### config.mk
export PLATFORM = sky130hd
export DESIGN_NAME = hilo_muldiv_ctrl
export DESIGN_NICKNAME = d
export VERILOG_FILES = /design/src/rtl/hilo_pkg.sv /design/src/rtl/hilo_div_step.sv /design/src/rtl/hilo_muldiv_ctrl.sv
export SDC_FILE = /design/constraint.sdc
export NUM_CORES = 2
export LEC_CHECK = 0
export BUFFER_PORTS_ARGS = -buffer_cell sky130_fd_sc_hd__buf_4
export CAP_MARGIN = 25
export CELL_PAD_IN_SITES_DETAIL_PLACEMENT = 2
export CELL_PAD_IN_SITES_GLOBAL_PLACEMENT = 2
export CORE_MARGIN = 4
export CORE_UTILIZATION = 45
export DETAILED_ROUTE_END_ITERATION = 6
export PLACE_DENSITY = 0.91
export SLEW_MARGIN = 0
export SYNTH_ARGS = -nofsm -noshare
export SYNTH_HDL_FRONTEND = slang
export SYNTH_HIERARCHICAL = 1
export SYNTH_SLANG_ARGS = --single-unit
### constraint.sdc
create_clock -name Clk -period 15.45 [get_ports Clk]
set_input_delay 0 -clock Clk [delete_from_list [all_inputs] [get_ports Clk]]
set_output_delay 0 -clock Clk [all_outputs]
set_load 0.1 [all_outputs]
### src/rtl/hilo_pkg.sv
// HiLo mul/div controller shared definitions: op codes, FSM encoding, op-class helpers.
// Latency: none (constants and pure functions only).
// Backpressure: n/a.
package hilo_pkg;

  localparam logic [3:0] OP_NOP   = 4'd0;
  localparam logic [3:0] OP_MULT  = 4'd1;
  localparam logic [3:0] OP_MULTU = 4'd2;
  localparam logic [3:0] OP_MADD  = 4'd3;
  localparam logic [3:0] OP_MADDU = 4'd4;
  localparam logic [3:0] OP_MSUB  = 4'd5;
  localparam logic [3:0] OP_MSUBU = 4'd6;
  localparam logic [3:0] OP_DIV   = 4'd7;
  localparam logic [3:0] OP_DIVU  = 4'd8;
  localparam logic [3:0] OP_MTHI  = 4'd9;
  localparam logic [3:0] OP_MTLO  = 4'd10;
  localparam logic [3:0] OP_MFHI  = 4'd11;
  localparam logic [3:0] OP_MFLO  = 4'd12;

  // Restoring divide needs one iteration per operand bit.
  localparam int DIV_ITERS = 32;

  localparam logic [1:0] ST_IDLE   = 2'd0;
  localparam logic [1:0] ST_MUL    = 2'd1;
  localparam logic [1:0] ST_DIV    = 2'd2;
  localparam logic [1:0] ST_DIVFIX = 2'd3;

  // How the finished product is folded into HiLo.
  localparam logic [1:0] ACC_SET = 2'd0;
  localparam logic [1:0] ACC_ADD = 2'd1;
  localparam logic [1:0] ACC_SUB = 2'd2;

  function automatic logic is_mul(input logic [3:0] op);
    return (op >= OP_MULT) && (op <= OP_MSUBU);
  endfunction

  function automatic logic is_muldiv(input logic [3:0] op);
    return (op >= OP_MULT) && (op <= OP_DIVU);
  endfunction

  // Any op that reads or writes HiLo; these must wait out an in-flight sequence.
  function automatic logic is_hilo_op(input logic [3:0] op);
    return (op >= OP_MULT) && (op <= OP_MFLO);
  endfunction

  function automatic logic is_signed(input logic [3:0] op);
    return (op == OP_MULT) || (op == OP_MADD) || (op == OP_MSUB) || (op == OP_DIV);
  endfunction

  function automatic logic [1:0] acc_of(input logic [3:0] op);
    if ((op == OP_MADD) || (op == OP_MADDU)) return ACC_ADD;
    if ((op == OP_MSUB) || (op == OP_MSUBU)) return ACC_SUB;
    return ACC_SET;
  endfunction

endpackage

### src/rtl/hilo_div_step.sv
// One restoring-division iteration on unsigned 32-bit magnitudes.
// Latency: purely combinational.
// Backpressure: none; the caller decides when to register the result.
module hilo_div_step (
  input  logic [31:0] rem,
  input  logic [31:0] quo,
  input  logic [31:0] dvsr,
  output logic [31:0] rem_nxt,
  output logic [31:0] quo_nxt
);

  logic [32:0] shifted;
  logic        fits;

  // Shift the next dividend bit into the partial remainder and try to subtract.
  // The difference is taken in 32 bits: whenever it is kept it is below dvsr.
  always_comb begin
    shifted = {rem, quo[31]};
    fits    = (shifted >= {1'b0, dvsr});
    rem_nxt = fits ? (shifted[31:0] - dvsr) : shifted[31:0];
    quo_nxt = {quo[30:0], fits};
  end

endmodule

### src/rtl/hilo_muldiv_ctrl.sv
// HiLo register owner: sequences mul/madd/msub/div/mthi/mtlo/mfhi/mflo from EX.
// Latency: mul-class MUL_CYCLES edges, divide DIV_ITERS+1 edges, MT*/MF* single cycle.
// Backpressure: Stall holds EX while a sequence is in flight and a HiLo op is presented.
module hilo_muldiv_ctrl
  import hilo_pkg::*;
#(
  parameter int MUL_CYCLES = 4
) (
  input  logic        Clk,
  input  logic        Reset,
  input  logic        OpValid,
  input  logic [3:0]  Op,
  input  logic [31:0] A,
  input  logic [31:0] B,
  input  logic        Flush,
  output logic        Stall,
  output logic        Busy,
  output logic        Done,
  output logic [31:0] ReadData,
  output logic [31:0] Hi,
  output logic [31:0] Lo
);

  localparam int CNT_W = 6;

  logic [1:0]       state;
  logic [CNT_W-1:0] cnt;
  logic [63:0]      prod;
  logic [1:0]       acc_mode;
  logic [31:0]      rem, quo, dvsr;
  logic             q_neg, r_neg, dvz;

  logic             accept, sgn;
  logic [63:0]      ext_a, ext_b, hilo_new;
  logic [31:0]      a_abs, b_abs, rem_nxt, quo_nxt, quo_fix, rem_fix;

  // Busy is a pure decode of the state flops, so it carries no combinational input path.
  assign Busy   = (state != ST_IDLE);
  assign Stall  = OpValid & Busy & is_hilo_op(Op);
  assign accept = OpValid & ~Stall & ~Flush;
  assign sgn    = is_signed(Op);

  // Operand conditioning, product folding, divide sign fix-up and the MF* read port.
  always_comb begin
    // Sign- or zero-extend to 64 bits so a single multiply serves both flavours mod 2^64.
    ext_a   = sgn ? {{32{A[31]}}, A} : {32'b0, A};
    ext_b   = sgn ? {{32{B[31]}}, B} : {32'b0, B};
    a_abs   = (sgn & A[31]) ? (~A + 32'd1) : A;
    b_abs   = (sgn & B[31]) ? (~B + 32'd1) : B;
    case (acc_mode)
      ACC_ADD: hilo_new = {Hi, Lo} + prod;
      ACC_SUB: hilo_new = {Hi, Lo} - prod;
      default: hilo_new = prod;
    endcase
    // Divide by zero returns all-ones quotient; the remainder already equals A.
    quo_fix  = dvz ? 32'hFFFF_FFFF : (q_neg ? (~quo + 32'd1) : quo);
    rem_fix  = r_neg ? (~rem + 32'd1) : rem;
    ReadData = 32'd0;
    if (Op == OP_MFHI) ReadData = Hi;
    else if (Op == OP_MFLO) ReadData = Lo;
  end

  hilo_div_step u_div_step (
    .rem     (rem),
    .quo     (quo),
    .dvsr    (dvsr),
    .rem_nxt (rem_nxt),
    .quo_nxt (quo_nxt)
  );

  // Sequencer plus HiLo register; Flush in any busy state abandons the op without writing.
  always_ff @(posedge Clk or posedge Reset) begin
    if (Reset) begin
      state    <= ST_IDLE;
      cnt      <= '0;
      prod     <= '0;
      acc_mode <= ACC_SET;
      rem      <= '0;
      quo      <= '0;
      dvsr     <= '0;
      q_neg    <= 1'b0;
      r_neg    <= 1'b0;
      dvz      <= 1'b0;
      Done     <= 1'b0;
      Hi       <= '0;
      Lo       <= '0;
    end else begin
      Done <= 1'b0;
      case (state)
        ST_IDLE: begin
          if (accept) begin
            if (is_muldiv(Op)) begin
              if (is_mul(Op)) begin
                state    <= ST_MUL;
                prod     <= ext_a * ext_b;
                acc_mode <= acc_of(Op);
                cnt      <= CNT_W'(MUL_CYCLES - 1);
              end else begin
                state <= ST_DIV;
                rem   <= '0;
                quo   <= a_abs;
                dvsr  <= b_abs;
                q_neg <= sgn & (A[31] ^ B[31]);
                r_neg <= sgn & A[31];
                dvz   <= (B == 32'd0);
                cnt   <= CNT_W'(DIV_ITERS - 1);
              end
            end else if (Op == OP_MTHI) begin
              Hi <= A;
            end else if (Op == OP_MTLO) begin
              Lo <= A;
            end
          end
        end
        ST_MUL: begin
          if (Flush) begin
            state <= ST_IDLE;
          end else if (cnt == '0) begin
            {Hi, Lo} <= hilo_new;
            Done     <= 1'b1;
            state    <= ST_IDLE;
          end else begin
            cnt <= cnt - 1'b1;
          end
        end
        ST_DIV: begin
          if (Flush) begin
            state <= ST_IDLE;
          end else begin
            rem <= rem_nxt;
            quo <= quo_nxt;
            if (cnt == '0) state <= ST_DIVFIX;
            else           cnt   <= cnt - 1'b1;
          end
        end
        ST_DIVFIX: begin
          if (!Flush) begin
            Lo   <= quo_fix;
            Hi   <= rem_fix;
            Done <= 1'b1;
          end
          state <= ST_IDLE;
        end
        default: state <= ST_IDLE;
      endcase
    end
  end

endmodule

==> metrics <==
overflow left after global routing 0; DR vias 66700; Die Area 158000 µm²; Post-synth EDFFs 0; DR pass1 iterations 7; syn_nets 9755; minimum clock period 13.26 ns; Clock Latency Late Sink 0.71 ns; slew at the pin closest to its max-slew limit 1.41 ns; fmax 0.0754 GHz; cell mode on critical path fa_1; run status finished, violations left; row count 142; slowest stage delay, CP 1.02 ns; Layout area overhead 5.87%; Ports 171; clock slew at reported path FFs 0.06 ns; Sink Count 238; first-pass GRT wire length 572 mm; Cell Area, Synth 68200 µm²; number of register bits inferred by synthesis 238; RSZ-0062 raised after global routing no; cell accounting for the most synthesized area fa_1; WP data required 15.95 ns; drt initial violations 9029; Post-Syn Instances 7841; Placer Congestion 0.974; DRC Markers 60; share of cells above drive strength 1 5.17%; Netlist cell types 94; Clock Path Buffers 3; crit-path max FO 47; DIE HEIGHT 397 µm; Setup Skew 0.0827 ns; final wirelength 398 mm; number of global-route vias before repair 77800; Tot GR Track Use 50.9%; initial antenna violation count 73; Worst EP arrival 13.76 ns; antenna viol nets, final 0; top post-synthesis cells by count inv_1, fa_1, nand2_1, ha_1, clkbuf_1; Min Hold Slack -0.0109 ns; Finished Layout Cells 9781; Rel. slew slack 5.90%; Clk Tree Root Cell clkbuf_16; largest net degree at the start of global routing 110; Hold/Removal Path Class input pin to register; WL per Instance 40.7 µm; failing checks DRC, hold timing; Mean Syn Cell Area 8.70 µm²; post-CTS sizing 0; core area 150000 µm²; Sum Neg Setup Slack 0 ns; die width 397 µm; CTS tree built; Crit. End Element register; slowest CP cell a21oi_1; top post-synthesis cells by area fa_1, inv_1, dfrtp_1; count leader, synth inv_1; FFs w/ async S/R, synth 100%; initial core utilization 45.4%; Yosys top cell area share 41.7%; dominant synthesized flop cell dfrtp_1; crit path kind input pin to register; Inserted Clock Buffers 31; critical path launch point type input pin; max-slew violation count 0; hpwl dp 276 mm; Fin. Hold Viols 1; Max-Cap Viols 0; part of the cycle the worst path needs 85.8%; nets 9589; Ys Warns 6; Placed Instance Area 70700 µm²; number of placed instances, taps included 9629; H-tree levels 1; IO buf count 170; Seq/Total Area, Yosys 8.73%; Vias/cell 6.82; final instance area 72200 µm²; setup violators final 0
-- area by class of cell --
| class | count | area [µm²] |
|---|---|---|
| Multi-Input combinational cell | 5462 | 54100 |
| Sequential cell | 238 | 5960 |
| Fill cell | 16200 | 78100 |
| Timing Repair Buffer | 268 | 2120 |
| Inverter | 1674 | 6290 |
| Tap cell | 2016 | 2520 |
| Clock buffer | 39 | 846 |
| Antenna cell | 66 | 165 |
| Clock inverter | 18 | 189 |
-- worst paths after layout --
| kind | slack, ns | depth (start not counted) | start | to |
|---|---|---|---|---|
| max in group asynchronous | 12.62 | 7 | Reset | prod[60] |
| worst min-delay path | -0.01 | 3 | B[26] | dvsr[26] |
| worst max register to register | 7.04 | 22 | prod[2] | Hi[30] |
| min in group asynchronous | 0.45 | 4 | Reset | cnt[2] |
| worst max-delay path | 2.19 | 31 | Op[0] | prod[50] |
| worst min register to register | 0.55 | 2 | dvsr[23] | dvsr[23] |
-- per-layer routing --
metal / GRT usage, % / part of all wire, % / vias to the layer above
met5: 4.34 / 0.25 / -
met4: 50.5 / 13 / 50
met3: 24.5 / 12 / 3246
met2: 77.3 / 45 / 6176
met1: 49.7 / 30 / 33600
li1: - / - / 23600
-- state kept, by name, indices dropped and copies added, names as in the netlist --
register / flops
acc_mode: 2
Hi: 32
dvz: 1
q_neg: 1
cnt: 6
state: 2
Done: 1
prod: 64
quo: 32
rem: 32
r_neg: 1
dvsr: 32
Lo: 32
-- cells by family (layout without fill, tap and decap cells) --
| logic type | after synthesis | in the layout | synth area share, % |
|---|---|---|---|
| compound gates | 1073 | 1073 | 9.88 |
| mux | 54 | 54 | 0.915 |
| flops | 238 | 238 | 8.73 |
| other cells | 0 | 66 | 0 |
| simple gates | 2116 | 2116 | 14.2 |
| buf+inv | 2141 | 1999 | 12.0 |
| xor+xnor | 375 | 375 | 4.83 |
| fa+ha+maj | 1844 | 1844 | 49.5 |
-- through the flow --
| stage | worst slack, ns | utilization, % |
|---|---|---|
| floorplan | 5.53 | - |
| global placement | 4.63 | 47.0 |
| detailed placement | 3.74 | 47.0 |
| CTS | 3.77 | 47.9 |
| global route | 2.32 | 48.0 |
| finish | 2.19 | 48.0 |
-- critical path: cells and delay by family --
family | cells | cell delay, ns
buf+inv | 7 | 2.29
compound gates | 6 | 2.96
xor+xnor | 1 | 0.20
simple gates | 6 | 1.51
fa+ha+maj | 11 | 6.70
-- timing repair --
item                                   4_1_cts  5_1_grt
buffers inserted                             0        0
endpoints found under the hold margin      128        3
hold buffers                                24        2
-- cell usage in the layout (no fill, tap or decap), types with 113 or more instances in the layout --
master,netlist,final
a21oi_1,302,302
and2_1,341,338
buf_4,33,240
dfrtp_1,238,238
fa_1,1422,1422
ha_1,420,416
inv_1,1670,1669
nand2_1,1135,1135
nor2_1,292,289
o21ai_0,312,312
xnor2_1,261,261
xor2_1,113,113
Power is not shown: default switching activity piles up to over one toggle a cycle in this logic, so the estimate is an artifact.
